<file path="config.mk">
export PLATFORM = sky130hd
export DESIGN_NAME = regfile_writeback_queue
export DESIGN_NICKNAME = d
export VERILOG_FILES = /design/src/rtl/regfile_writeback_queue.sv
export SDC_FILE = /design/constraint.sdc
export NUM_CORES = 1
export LEC_CHECK = 0
export CAP_MARGIN = 20
export CORE_ASPECT_RATIO = 1.4
export CORE_UTILIZATION = 30
export DETAILED_ROUTE_END_ITERATION = 7
export PLACE_DENSITY = 0.56
export SETUP_SLACK_MARGIN = 0.4
export SYNTH_ARGS = -nofsm -noshare
export SYNTH_HDL_FRONTEND = slang
export SYNTH_SLANG_ARGS = --single-unit
</file>
<file path="constraint.sdc">
create_clock -name clk -period 9.2 [get_ports clk]
set_input_delay 1.84 -clock clk [delete_from_list [all_inputs] [get_ports clk]]
set_output_delay 1.84 -clock clk [all_outputs]
set_load 0.05 [all_outputs]
</file>
<file path="src/rtl/regfile_writeback_queue.sv">
// In-order writeback FIFO that drains up to two results per cycle onto the
// register file's dual write ports. Define ZERO_REG_DROP_EN to discard index-0 results.
module regfile_writeback_queue #(
  parameter int DEPTH  = 8,
  parameter int DATA_W = 32,
  parameter int IDX_W  = 5
) (
  input  logic                     clk,
  input  logic                     clr,
  input  logic                     in_valid,
  output logic                     in_ready,
  input  logic [IDX_W-1:0]         in_index,
  input  logic [DATA_W-1:0]        in_data,
  input  logic                     drain_en,
  output logic                     write1,
  output logic [IDX_W-1:0]         write_index1,
  output logic [DATA_W-1:0]        write_data1,
  output logic                     write2,
  output logic [IDX_W-1:0]         write_index2,
  output logic [DATA_W-1:0]        write_data2,
  output logic [$clog2(DEPTH):0]   count,
  output logic                     empty,
  output logic                     full
);

  localparam int PTR_W = $clog2(DEPTH);
  localparam int CNT_W = PTR_W + 1;

  logic [IDX_W-1:0]  idx_q  [DEPTH];
  logic [DATA_W-1:0] data_q [DEPTH];
  logic [PTR_W-1:0]  head_q, head_d, tail_q, tail_d, head_nxt;
  logic [CNT_W-1:0]  count_q, count_d;
  logic              push, store, pair_ok;
  logic [1:0]        pops;

  // DEPTH is a power of two, so pointer arithmetic wraps for free.
  assign head_nxt = head_q + PTR_W'(1);
  assign full     = (count_q == CNT_W'(DEPTH));
  assign empty    = (count_q == '0);
  assign in_ready = !full;
  assign count    = count_q;
  assign push     = in_valid && in_ready;

`ifdef ZERO_REG_DROP_EN
  assign store = push && (in_index != '0);
`else
  assign store = push;
`endif

  // NOTE: every output of this block gets a default first so no latch is inferred.
  always_comb begin
    write1       = 1'b0;
    write_index1 = '0;
    write_data1  = '0;
    write2       = 1'b0;
    write_index2 = '0;
    write_data2  = '0;
    pops         = 2'd0;
    pair_ok      = (count_q >= CNT_W'(2)) && (idx_q[head_q] != idx_q[head_nxt]);
    if (drain_en && !empty) begin
      write1       = 1'b1;
      write_index1 = idx_q[head_q];
      write_data1  = data_q[head_q];
      pops         = 2'd1;
      // Same index twice would collide in the register file; hold the younger one.
      if (pair_ok) begin
        write2       = 1'b1;
        write_index2 = idx_q[head_nxt];
        write_data2  = data_q[head_nxt];
        pops         = 2'd2;
      end
    end
    head_d  = head_q + PTR_W'(pops);
    tail_d  = store ? tail_q + PTR_W'(1) : tail_q;
    count_d = count_q + CNT_W'(store) - CNT_W'(pops);
  end

  // NOTE: sequential state uses non-blocking assignments only.
  always_ff @(posedge clk) begin
    if (clr) begin
      head_q  <= '0;
      tail_q  <= '0;
      count_q <= '0;
    end else begin
      head_q  <= head_d;
      tail_q  <= tail_d;
      count_q <= count_d;
    end
  end

  // NOTE: storage is not reset; count gates every read, so stale slots are never seen.
  always_ff @(posedge clk) begin
    if (store && !clr) begin
      idx_q[tail_q]  <= in_index;
      data_q[tail_q] <= in_data;
    end
  end

endmodule
</file>
==> results of run 1 <==
[sequential cells by signal, indices dropped and copies added, names as in the netlist]
signal  count
count       4
data_q    256
head_q      3
idx_q      40
tail_q      3
[power by group through the flow]
stage | sequential, uW | clock, uW | combinational [uW]
2_1_floorplan | 1660 | 0 | 2040
3_3_place_gp | 1710 | 0 | 2750
3_5_place_dp | 1720 | 0 | 2760
4_1_cts | 1690 | 1280 | 2770
5_1_grt | 1700 | 1330 | 2900
6_report | 1680 | 1250 | 2710
[final timing paths]
path,start,to,slack [ps],cells past startpoint
setup / recovery,head_q[0],write_data2[16],1800,10
hold reg to reg,tail_q[1],tail_q[1],490,2
hold / removal,tail_q[1],tail_q[1],490,2
setup reg to reg,head_q[0],count[3],3790,14
[stage by stage]
stage,instance area [um2],utilization
finish,17500,0.369
global route,17500,0.369
CTS,17500,0.369
detailed placement,16500,0.348
global placement,16500,0.348
floorplan,14500,-
[critical path, delay by kind of cell (launching register included)]
family | cells | cell delay (ps)
AOI/OAI and AO/OA | 3 | 740
muxes | 1 | 600
and+or+nand+nor | 1 | 100
xor gates and xnor gates | 1 | 180
adders and majority gates | 1 | 850
DFF | 1 | 920
buffers and inverters | 3 | 1550
[Yosys cell counts, drive strengths merged (3+ instances only)]
| master | count |
|---|---|
| nand2 | 5 |
| buf | 31 |
| clkbuf | 22 |
| nand3 | 4 |
| dfxtp | 10 |
| inv | 10 |
| mux2 | 3 |
| xnor2 | 6 |
| edfxtp | 296 |
| mux2i | 81 |
| ha | 10 |
| nor2 | 90 |
| nor3 | 3 |
| xor2 | 19 |
| nor2b | 5 |
| nand2b | 4 |
| mux4 | 147 |
[layout make-up]
class / count / area share
Antenna cell: 1 / 0.000143
Tap cell: 624 / 0.0446
Multi-Input combinational cell: 399 / 0.299
Inverter: 10 / 0.00214
Sequential cell: 306 / 0.520
Clock inverter: 22 / 0.0149
Clock buffer: 31 / 0.0419
Timing Repair Buffer: 140 / 0.0776
[cell families after synthesis]
family	after synthesis	synth area share
multiplexers	231	0.287
AO/OA/AOI/OAI	14	0.00820
XOR/XNOR	25	0.0151
buffers and inverters	63	0.0184
AND/OR/NAND/NOR	117	0.0335
flip-flops	306	0.627
adder cells (fa/ha/maj)	12	0.0114
[routing by layer]
metal / share of wire / routed length [um]
met1: 0.42 / 14700
met3: 0.038 / 1340
met2: 0.52 / 18300
met5: 0.00077 / 27
met4: 0.019 / 682
==> results.toml, run 1 <==
[detailed_routing]
drtAntennaViolNets = 0
first_pass_iters = 4
vias = 7694
wl_um = 35000
wl_per_cell_um = 22.8
drc_errors = 0
drtIter0Drc = 430
vias_per_cell = 5.02

[floorplan]
start_util = 0.306
num_rows = 94
dieArea_um2 = 49200
chipHeight_um = 262
die_w_um = 188
core_um2 = 47400
ios = 124

[final_layout]
n_fill_cell = 4331
layout_common_cells = "296 x edfxtp_1, 147 x mux4_2, 123 x clkdlybuf4s50_1, 84 x nor2_1, 81 x mux2i_1"
seq_area_um2 = 9100
final_layout_size_suffix_gt1_frac = 0.254
nets = 939
layout_commonest_cell = "edfxtp_1"
fin_cells = 1533
multi_input_area_um2 = 5230
synthToLayoutAreaGrowth_pct = 20.7

[pwr]
sw_frac_of_total = 0.383
leakage_uw = 0.00525
seq_power_share = 0.298
pwr-share-clk = 0.222
power.internal_uw = 3490
vdd_drop_max_mv = 0.233
comb_power_share = 0.480
power_switching_uw = 2160
p_per_area_nw_per_um2 = 323
power_uw = 5650

[synthesis]
ys_ff_latch = 306
synth_edf_count = 296
synth_warnings = 0
ys_types = 37
synth_top_cell_by_area = "edfxtp_1"
async_flop_share = 0
synth_area_leaders = "edfxtp_1 61%, mux4_2 23%, mux2i_1 5.6%, nor2_1 2.3%, dfxtp_1 1.4%"
synthFlopType = "edfxtp_1"
yosysTopAreaCellShare = 0.613
syn-num-nets = 821
avgSynthCellArea_um2 = 18.9
synthCells = 768
synth_area_um2 = 14500
seq_area_frac_synth = 0.627

[clock_network]
cts-buffers-inserted = 29
clock-sinks = 306
clockBufferDepth = 3
root_buffer = "clkbuf_16"
cts_resized = 0
post_cts_buffers = 0
holdBufCountCts = 0
clock_latency_ps = 560
cts_tree = "built"
htree_num_levels = 1
clk_pin_slew_ps = 70

[global_route]
antenna_found_initial = 3
grt_max_degree = 55
grt_pass1_vias = 8461
busiest_layer = "met2"
use_met1 = 0.175
grt_overflow_total = 0
use_met3 = 0.0219
globalRouteMet2Util = 0.263
grt_usage = 0.143
grt_first_pass_wirelength_um = 52300

[timing]
clock.fmax_mhz = 135
slew_headroom = 0.364
setup_viol = 0
drv_slew = 0
worst_slew_pin_slew_ps = 954
layout_setup_ws_ps = 1800
rsz0062_at_grt = "no"
hold_viol = 0
clock_skew_ps = 11.8
min_period_over_period = 0.805
min_period_ps = 7400
tns_ps = 0
holdWs_ps = 493

[worst_setup_path]
critPathSlowestCell = "dfxtp_4"
crit_path_max_incr_delay_ps = 920
cp_data_required_time_ps = 7360
path_common_cell = "buf_4"
cp_cell_sequence = "ha_4 > buf_4 > mux4_2 > xor2_1 > o21ai_0 > o311ai_1 > o41ai_4 > buf_4 > nor2_1 > clkdlybuf4s50_1"
critPathLaunchType = "register"
crit_fanout = 54
end_kind = "output pin"
cp.arrival_ps = 5560
path_class = "reg -> out"

[place]
hpwl_um = 20600
numPortBuffers = 123
dp_cells = 1479
gp_congestion = 0.715
place_ws_ps = 2220

[worst_hold_path]
hp-class = "reg -> reg"

[flow_run]
cap_viol_max_count = 0

[status]
outcome = "complete, no violations"
No activity file was read; power rests on OpenSTA's default activity.
==> run 2, diff against run 1 <==
clock period = 7.6 ns   (was 9.2 ns; I/O delays follow)
==> run 2 against run 1 <==
  * Register-to-register slack worse by 1400 ps
  * Count of clock-buffer cells in the layout is 1 higher
  * Flip-flop and latch count stayed put
  * Combinational power is 22% higher
  * Cell count is 0.13% lower
  * Power is 20% higher
  * Sequential power is 20% higher
  * Sequential share of layout area is 0.056 points higher
  * Clock skew is 2.5 ps higher
  * Global-route usage is 0.073 points higher
  * Via count is 0.39% lower
  * First-iteration DRC count is 5.6% higher
==> results.toml, run 2 (synthesized netlist as in run 1, its figures left out) <==
[status]
outcome = "complete, no violations"

[detailed_routing]
vias_per_cell = 5.01
vias = 7664
drtAntennaViolNets = 0
first_pass_iters = 5
drc_errors = 0
wl_um = 35100
wl_per_cell_um = 22.9
drtIter0Drc = 454

[clock_network]
htree_num_levels = 1
cts-buffers-inserted = 29
clk_pin_slew_ps = 70
cts_tree = "built"
clock-sinks = 306
holdBufCountCts = 0
post_cts_buffers = 0
clock_latency_ps = 570
cts_resized = 0
root_buffer = "clkbuf_16"
clockBufferDepth = 3

[global_route]
grt_pass1_vias = 8318
grt_usage = 0.144
antenna_found_initial = 3
grt_overflow_total = 0
grt_first_pass_wirelength_um = 52600
grt_max_degree = 152

[timing]
worst_slew_pin_slew_ps = 1030
slew_headroom = 0.311
clock.fmax_mhz = 146
layout_setup_ws_ps = 757
clock_skew_ps = 14.4
setup_viol = 0
hold_viol = 0
rsz0062_at_grt = "no"
drv_slew = 0
min_period_over_period = 0.900
tns_ps = 0
min_period_ps = 6840

[worst_setup_path]
critPathLaunchType = "register"
cp.arrival_ps = 5320
end_kind = "output pin"
path_class = "reg -> out"
rr_endpoint = "count[3]"
reg2reg_from = "head_q[1]"
reg2reg_depth = 13
r2r_setup_slack_ps = 2420
cp_data_required_time_ps = 6080
crit_fanout = 32

[final_layout]
synthToLayoutAreaGrowth_pct = 20.6
largest_reg_flops = 256
fin_cells = 1531
nets = 938
layout_commonest_cell = "edfxtp_1"
design_area_um2 = 17500
final_layout_size_suffix_gt1_frac = 0.248
top_register = "data_q"
layout_common_cells = "296 x edfxtp_1, 147 x mux4_2, 123 x clkdlybuf4s50_1, 84 x nor2_1, 81 x mux2i_1"

[worst_hold_path]
worstHoldPathCells = 2
worstHoldStart = "tail_q[1]"
hold-path-endpoint = "tail_q[1]"
hp-class = "reg -> reg"

[floorplan]
chipHeight_um = 262
dieArea_um2 = 49200
num_rows = 94
start_util = 0.306
ios = 124
core_um2 = 47400
die_w_um = 188

[place]
numPortBuffers = 123
place_area_um2 = 16500
dp_cells = 1478
gp_congestion = 0.734
hpwl_um = 20700
place_ws_ps = 1220

[pwr]
p_per_area_nw_per_um2 = 389
vdd_drop_max_mv = 0.356
leakage_uw = 0.00523

[flow_run]
cap_viol_max_count = 0
[run 2: cell type report]
cell class | instances | area [um2]
antenna | 1 | 2.50
clock buffer | 32 | 737
clock inverter | 20 | 233
fill | 4323 | 29900
inverter | 10 | 37.5
multi-input combinational | 399 | 5230
sequential | 306 | 9100
tap | 624 | 781
timing repair buffer | 139 | 1360
[run 2: layer usage]
| layer | part of all wire | global-route usage | wire [um] |
|---|---|---|---|
| met1 | 0.41 | 0.176 | 14400 |
| met2 | 0.52 | 0.260 | 18300 |
| met3 | 0.049 | 0.0255 | 1710 |
| met4 | 0.019 | 0.0440 | 657 |
| met5 | 0.00077 | 0 | 27 |
[run 2: power by group]
part / internal (uW) / switching, uW / leakage [uW] / total [uW]
sequential: 1920 / 90.5 / 0.00276 / 2010
clock: 868 / 624 / 0.000471 / 1490
combinational: 1420 / 1870 / 0.00200 / 3300
[run 2: how the worst max path moves through the flow]
stage | start | to | cells past startpoint
finish | head_q[1] | write_data2[20] | 9
global route | head_q[1] | write_data2[20] | 9
CTS | head_q[1] | write_data2[20] | 9
detailed placement | head_q[1] | write_data2[20] | 9
global placement | head_q[1] | write_data2[20] | 9
floorplan | in_valid | data_q[0][0] | 3
[run 2: through the flow]
step                      hold slack, ps  total power [uW]  utilization
final                                510              6800        0.369
after global routing                 527              7140        0.369
after CTS                            508              6920        0.369
after detailed placement             495              5420        0.348
after global placement               478              5410        0.348
after floorplan                      462              4480            -
[run 2: worst max-delay path, stage by stage, from the launching register on]
cell and delay, ps:
dfxtp_4 660, ha_4 630, mux4_2 630, xor2_1 170
o41ai_1 360, nand3_1 200, o41ai_4 810, buf_4 430
nor2_1 100, clkdlybuf4s50_1 720
==> run 3, diff against run 2 <==
CORE_UTILIZATION = 45   (was 30)
PLACE_DENSITY = 0.74   (was 0.56)
==> run 3 against run 2 <==
  * Global-route usage increased by 5.4 points
  * Sequential share of layout area rose by 1.3 points
  * Fmax is 3.3% higher
  * Worst setup slack improved by 220 ps
  * Die area decreased by 33%
  * Flip-flop and latch count unchanged
  * Largest cell class unchanged
  * Highest routed layer unchanged
==> results.toml, run 3 (synthesized netlist as in run 1, its figures left out) <==
[clock_network]
cts-buffers-inserted = 27
clock-sinks = 306
cts_resized = 0
post_cts_buffers = 0
root_buffer = "clkbuf_16"
htree_num_levels = 1
holdBufCountCts = 0
clock_latency_ps = 540
cts_tree = "built"
clockBufferDepth = 3
clk_pin_slew_ps = 60

[final_layout]
top_register = "data_q"
design_area_um2 = 17100
multi_input_area_um2 = 5230
layout_commonest_cell = "edfxtp_1"
layout_common_cells = "296 x edfxtp_1, 147 x mux4_2, 123 x clkdlybuf4s50_1, 84 x nor2_1, 81 x mux2i_1"
largest_reg_flops = 256
diodes = 0
n_fill_cell = 2431
final_layout_size_suffix_gt1_frac = 0.243
synthToLayoutAreaGrowth_pct = 17.6
nets = 940
seq_area_um2 = 9100

[worst_setup_path]
rr_endpoint = "count[3]"
reg2reg_from = "head_q[0]"
r2r_setup_slack_ps = 2620
reg2reg_depth = 13
endpoint = "write_data2[24]"
path_class = "reg -> out"
cp_data_required_time_ps = 6080
crit_fanout = 51
startpoint = "head_q[0]"
end_kind = "output pin"
cp.arrival_ps = 5100
critPathLaunchType = "register"

[global_route]
grt_pass1_vias = 8349
grt_overflow_total = 0
grt_usage = 0.198
grt_max_degree = 53
grt_first_pass_wirelength_um = 48700
antenna_found_initial = 2

[timing]
clock_skew_ps = 11.1
hold_viol = 0
min_period_over_period = 0.872
holdWs_ps = 504
setup_viol = 0
tns_ps = 0
slew_headroom = 0.318
worst_slew_pin_slew_ps = 1020
min_period_ps = 6620
clock.fmax_mhz = 151
rsz0062_at_grt = "no"
drv_slew = 0

[floorplan]
dieArea_um2 = 33000
ios = 124
num_rows = 77
core_um2 = 31600
start_util = 0.459
die_w_um = 154
chipHeight_um = 214

[pwr]
leakage_uw = 0.00517
power_uw = 6560
vdd_drop_max_mv = 0.204
p_per_area_nw_per_um2 = 385

[worst_hold_path]
hp-class = "reg -> reg"

[place]
numPortBuffers = 123
place_area_um2 = 16300
hpwl_um = 19500
gp_congestion = 0.830

[detailed_routing]
wl_um = 32000
first_pass_iters = 4
drtIter0Drc = 604
drc_errors = 0
drtAntennaViolNets = 0
vias_per_cell = 6.00
wl_per_cell_um = 24.7
vias = 7785

[status]
outcome = "complete, no violations"

[flow_run]
cap_viol_max_count = 0
## run 3: cell types whose count changed in the layout (fill, tap and decap cells not counted), sizes merged
| cell | change |
|---|---|
| clkinv | -2 |
| clkbuf | -1 |
| inv | -2 |
| bufinv | -3 |
| buf | +4 |
| diode | -1 |
## run 3: critical path, stage by stage (launching register included)
cell and delay, ps:
dfxtp_4 610, buf_4 690, mux4_2 460, xor2_1 160, o41ai_1 360, nand3_1 200, o41ai_4 980, buf_12 260
nor2_1 70, clkdlybuf4s50_1 710
## run 3: through the flow
step / setup slack, ps / std cells / util
after floorplan: 2560 / 768 / -
after global placement: 1500 / 1253 / 0.514
after detailed placement: 1470 / 1253 / 0.514
after CTS: 866 / 1297 / 0.540
after global routing: 541 / 1297 / 0.540
final: 976 / 1297 / 0.540
## run 3: cell type report
class                           instances  share of cell area
Tap cell                              395              0.0290
Clock buffer                           31              0.0405
Clock inverter                         13             0.00653
Sequential cell                       306               0.534
Multi-Input combinational cell        399               0.306
Inverter                               10             0.00220
Timing Repair Buffer                  143              0.0817
## run 3: routing by layer
layer | GRT usage | routed length (um) | up-vias
met5 | 0 | 22 | -
met4 | 0.0567 | 618 | 4
met3 | 0.0313 | 1660 | 43
met2 | 0.345 | 16700 | 228
met1 | 0.255 | 13000 | 4119
li1 | - | - | 3391
## run 3: how the worst min path moves through the flow
stage / to / startpoint / slack, ps / cells past startpoint
finish: tail_q[1] / tail_q[1] / 500 / 2
detailed placement: tail_q[1] / tail_q[1] / 490 / 2
floorplan: tail_q[1] / tail_q[1] / 460 / 2
global route: tail_q[1] / tail_q[1] / 560 / 2
global placement: tail_q[1] / tail_q[1] / 480 / 2
CTS: tail_q[1] / tail_q[1] / 500 / 2
## run 3: power breakdown
part	switching (uW)	internal [uW]	leakage [uW]	total, uW
clock	567	711	0.000385	1280
combinational	1840	1430	0.00203	3270
sequential	95.9	1920	0.00276	2020
